--- src/rtl/dmem_write_ctrl.sv ---
// dmem_write_ctrl: write path from the 16-bit MDR to the byte-wide data memory.
// A store request latches MDR and AR. The block then writes one byte (low at
// addr) or two bytes (low at addr, high at addr+1). Each write strobe is held
// for WR_CYCLES clocks. The block then pulses done for one cycle.
// WR_CYCLES must lie in 1..15 because the hold counter is 4 bits wide.

module dmem_write_ctrl #(
    parameter int ADDR_W    = 8,
    parameter int WR_CYCLES = 2
) (
    input  logic              clk,
    input  logic              reset,
    input  logic              dmem_write,
    input  logic              dmem_read,
    input  logic              store_word,
    input  logic [15:0]       MDR_out,
    input  logic [15:0]       AR_out,
    output logic [ADDR_W-1:0] mem_addr,
    output logic [7:0]        mem_wdata,
    output logic              mem_we,
    output logic              busy,
    output logic              done,
    output logic              conflict
);

    typedef enum logic [1:0] {
        ST_IDLE  = 2'd0,
        ST_WR_LO = 2'd1,
        ST_WR_HI = 2'd2,
        ST_DONE  = 2'd3
    } state_t;

    // Counter reload: the strobe is held WR_CYCLES cycles, counting down to 0.
    localparam logic [3:0] CNT_RELOAD = 4'(WR_CYCLES - 1);

    state_t            state_q;
    logic [3:0]        cnt_q;
    logic [7:0]        data_hi_q;   // only the high byte is needed after accept
    logic [ADDR_W-1:0] addr_q;
    logic              word_q;

    logic [ADDR_W-1:0] mem_addr_q;
    logic [7:0]        mem_wdata_q;
    logic              mem_we_q;
    logic              busy_q;
    logic              done_q;
    logic              conflict_q;

    // Address of the high byte; the sum drops its carry, so it wraps modulo 2^ADDR_W.
    logic [ADDR_W-1:0] addr_hi_d;
    assign addr_hi_d = addr_q + ADDR_W'(1);

    // The address bits above ADDR_W are intentionally ignored.
    if (ADDR_W < 16) begin : g_unused_ar
        logic unused_ar_hi;
        assign unused_ar_hi = ^AR_out[15:ADDR_W];
    end

    // Store sequencer with registered memory-side and handshake outputs.
    // NOTE: all state uses non-blocking assignments so every register samples
    // pre-edge values; blocking here would chain updates within one edge.
    always_ff @(posedge clk or posedge reset) begin
        if (reset) begin
            state_q     <= ST_IDLE;
            cnt_q       <= '0;
            data_hi_q   <= '0;
            addr_q      <= '0;
            word_q      <= 1'b0;
            mem_addr_q  <= '0;
            mem_wdata_q <= '0;
            mem_we_q    <= 1'b0;
            busy_q      <= 1'b0;
            done_q      <= 1'b0;
            conflict_q  <= 1'b0;
        end else begin
            // Pulses last one cycle unless a state below re-asserts them.
            done_q     <= 1'b0;
            conflict_q <= 1'b0;

            unique case (state_q)
                ST_IDLE: begin
                    if (dmem_write) begin
                        if (dmem_read) begin
                            conflict_q <= 1'b1;
                        end else begin
                            data_hi_q   <= MDR_out[15:8];
                            addr_q      <= AR_out[ADDR_W-1:0];
                            word_q      <= store_word;
                            mem_addr_q  <= AR_out[ADDR_W-1:0];
                            mem_wdata_q <= MDR_out[7:0];
                            mem_we_q    <= 1'b1;
                            busy_q      <= 1'b1;
                            cnt_q       <= CNT_RELOAD;
                            state_q     <= ST_WR_LO;
                        end
                    end
                end

                ST_WR_LO: begin
                    if (cnt_q != 4'd0) begin
                        cnt_q <= cnt_q - 4'd1;
                    end else if (word_q) begin
                        // mem_we stays high so the two byte writes are back to back.
                        mem_addr_q  <= addr_hi_d;
                        mem_wdata_q <= data_hi_q;
                        cnt_q       <= CNT_RELOAD;
                        state_q     <= ST_WR_HI;
                    end else begin
                        mem_we_q <= 1'b0;
                        busy_q   <= 1'b0;
                        done_q   <= 1'b1;
                        state_q  <= ST_DONE;
                    end
                end

                ST_WR_HI: begin
                    if (cnt_q != 4'd0) begin
                        cnt_q <= cnt_q - 4'd1;
                    end else begin
                        mem_we_q <= 1'b0;
                        busy_q   <= 1'b0;
                        done_q   <= 1'b1;
                        state_q  <= ST_DONE;
                    end
                end

                ST_DONE: begin
                    // A request seen here is dropped; a held level is taken in IDLE.
                    state_q <= ST_IDLE;
                end

                default: begin
                    state_q <= ST_IDLE;
                end
            endcase
        end
    end

    assign mem_addr  = mem_addr_q;
    assign mem_wdata = mem_wdata_q;
    assign mem_we    = mem_we_q;
    assign busy      = busy_q;
    assign done      = done_q;
    assign conflict  = conflict_q;

endmodule
--- config.mk ---
export PLATFORM = sky130hd
export DESIGN_NAME = dmem_write_ctrl
export DESIGN_NICKNAME = d
export VERILOG_FILES = /design/src/rtl/dmem_write_ctrl.sv
export SDC_FILE = /design/constraint.sdc
export NUM_CORES = 1
export LEC_CHECK = 0
export BUFFER_PORTS_ARGS = -buffer_cell sky130_fd_sc_hd__buf_2
export CORE_MARGIN = 4
export CORE_UTILIZATION = 52
export DETAILED_ROUTE_END_ITERATION = 10
export MAX_ROUTING_LAYER = met4
export PLACE_DENSITY = 0.9
export SYNTH_ARGS = -nofsm -noshare
export SYNTH_HDL_FRONTEND = slang
export SYNTH_SLANG_ARGS = --single-unit
--- constraint.sdc ---
create_clock -name clk -period 2.4 [get_ports clk]
set_clock_uncertainty 0.05 [all_clocks]
set_input_delay 0.48 -clock clk [delete_from_list [all_inputs] [get_ports clk]]
set_output_delay 0.48 -clock clk [all_outputs]
set_load 0.1 [all_outputs]
==> metrics.md <==
| Metric | Value |
|---|---|
| Status | `finished, final reports clean` |
| Hold slack final | `0.246 ns` |
| Setup WS pre-CTS | `between 0.3 and 0.4 ns` |
| Area added between synthesis and finish | `19.2%` |
| Post-synth EDFFs | `0` |
| Post-Syn Area | `approximately 2100 sq um` |
| Final worst path period need | `2.04 ns` |
| Port buffer count | `48` |
| GPL Wtd Cong | `0.742` |
| Synth Flop Type | `dfrtp_1` |
| Ant diodes | `0` |
| Vias per cell | `5.47` |
| #FFs+latches synth | `42` |
| Crit. Startpoint | `cnt_q[0]` |
| Reg2reg start | `cnt_q[0]` |
| Cts repair resizes | `0` |
| CP Class | `reg2reg` |
| Clock Tree Root | `clkbuf_8` |
| Drt first pass iters | `4` |
| Max Freq | `490 MHz` |
| Setup ws final | `about 0.36 ns` |
| Final setup fails | `0` |
| Max Cap Viol | `0` |
| Ratio of cells with drive above 1 in the final layout | `0.467` |
| DP HPWL | `3100 microns` |
| Worst slew pin tran | `~0.6 ns` |
| Tot GR Track Use | `0.195` |
| Hold Path Class | `in2async` |
| Crit share post-route | `0.850` |
| Clk slew on worst S/H paths | `roughly 0.080 ns` |
| Vias in the first global route | `between 1500 and 2000` |
| TNS Setup | `0 ns` |
| Starting Density | `0.536` |
| Unique cell type count in the Yosys netlist | `35` |
| Antenna violations before repair | `0` |
| CP Data Arrival Time | `2.17 ns` |
| Antenna Nets Post-Route | `0` |
| Skew-Pair Late Insertion Delay | `0.29 ns` |
| Number of post-CTS setup repair buffers | `0` |
| Routed WL | `4420 microns` |
| Top post-synthesis cells by area | `dfrtp_1 (49%), mux2_2 (17%), mux2_4 (7.0%)` |
| First-pass GRT wire length | `7600 microns` |
| Sequential fraction of the synthesis area | `0.491` |
| Relative max-transition margin | `0.602` |
| Ys async rst share | `1.00` |
| Synthesized area per cell | `12.5 sq um` |
| Setup crit start kind | `flop` |
| H-tree depth | `2` |
| Routed len/inst | `approximately 16 microns` |
| Largest net degree at the start of global routing | `43` |
| Yosys top cell by area | `dfrtp_1` |
| Clk sinks | `42` |
| I/O pins | `57` |
| Cell Count, Final, Fillers Out | `275` |
| Die area | `about 5200 sq um` |
| Mapped Nets | `~220` |
| Most instantiated library cell after synthesis | `dfrtp_1` |
| CTS buffer count | `5` |
| Nets@finish | `269` |
| Post-route DRC violation count | `0` |
| CTS tree | `yes` |
| Row cnt | `23` |
| Final Hold Viols | `0` |
| Post-Synthesis Cells | `about 170` |
| Yosys warnings | `0` |
| CTS Hold Buffers Added | `0` |
| Die H | `72.2 microns` |
| Vias | `about 1500` |
| Remaining global-route overflow | `0` |
| Worst Path Max Fanout | `6` |
| Core ar. | `4000 sq um` |
| RSZ-0062 raised after global routing | `no` |
| Critical Path RT | `2.53 ns` |
| Slew Limit Fails | `0` |
| Top-area cell type share of the netlist area | `0.491` |
| Detailed Route Iter0 Violations | `32` |
| Die Wd | `72.2 microns` |
| Placed cells | `approximately 270` |
| Maximum buffer depth of the clock tree | `2` |
| Synth top cells by count | `dfrtp_1 (42), mux2_2 (32), mux2_4 (10), nor2_1 (10), inv_1 (9)` |
| Crit path capture type | `flop` |
cell type report:
class	count	area (sq um)
tap	50	62.6
sequential	42	1050
timing repair buffer	52	283
fill	282	1450
clock buffer	6	82.6
multi-input combinational	115	1010
clock inverter	1	30.0
inverter	9	33.8
flip-flops by register name, summed over array words and instances, names as in the netlist:
register	cells
busy	1
state_q	2
data_hi_q	8
addr_q	8
word_q	1
done	1
cnt_q	4
mem_addr	8
conflict	1
mem_wdata	8
path summary, 6_finish.rpt:
path	endpoint	slack [ns]	depth (start not counted)
hold reg to reg	data_hi_q[3]	0.45	1
max in group asynchronous	mem_addr[7]	1.70	3
hold / removal	data_hi_q[6]	0.25	3
setup / recovery	busy	0.36	6
min in group clk	data_hi_q[7]	0.37	2
setup reg to reg	busy	0.36	6
cells in the final DEF (no fill, tap or decap), types with 2 or more instances in the layout:
cell,n
nor3_1,2
buf_2,48
dfrtp_1,42
o31ai_1,3
nor2_1,10
mux2_4,10
nand2b_1,2
clkbuf_8,6
inv_1,9
o21ai_0,7
a31oi_1,3
nand2_1,5
and3_1,2
a21oi_1,7
or3_1,3
mux2_2,32
xor2_1,2
o2bb2ai_1,2
buf_4,3
nor2b_1,2
nand3_1,4
ha_1,7
critical path, cell delays in order, from the launching register on:
cell and delay, ns:
dfrtp_1 0.43, inv_1 0.08, ha_1 0.19, nor3b_4 0.32, o2bb2ai_1 0.23, a211oi_1 0.27
mux2_2 0.37
kinds of logic after synthesis:
family          after synthesis  synth area share
flops                        42             0.491
mux                          43             0.243
compound gates               29            0.0923
simple gates                 33            0.0835
fa+ha+maj                     7            0.0409
buf+inv                      15            0.0374
xor+xnor                      3            0.0123
metal layers:
layer	vias up	track usage	wire length, microns
met5	-	-	0
li1	720	-	-
met1	725	0.233	1860
met4	0	0.0981	125
met3	11	0.0457	218
met2	47	0.309	2220
stage by stage:
step / area, sq um / util
2_1_floorplan: 2140 / -
3_3_place_gp: 2440 / 0.610
3_5_place_dp: 2440 / 0.610
4_1_cts: 2550 / 0.638
5_1_grt: 2550 / 0.638
6_report: 2550 / 0.638
Power is left out: the tool's default activity adds up to more than one toggle a clock period on the data nets, which glitch-free logic cannot reach.
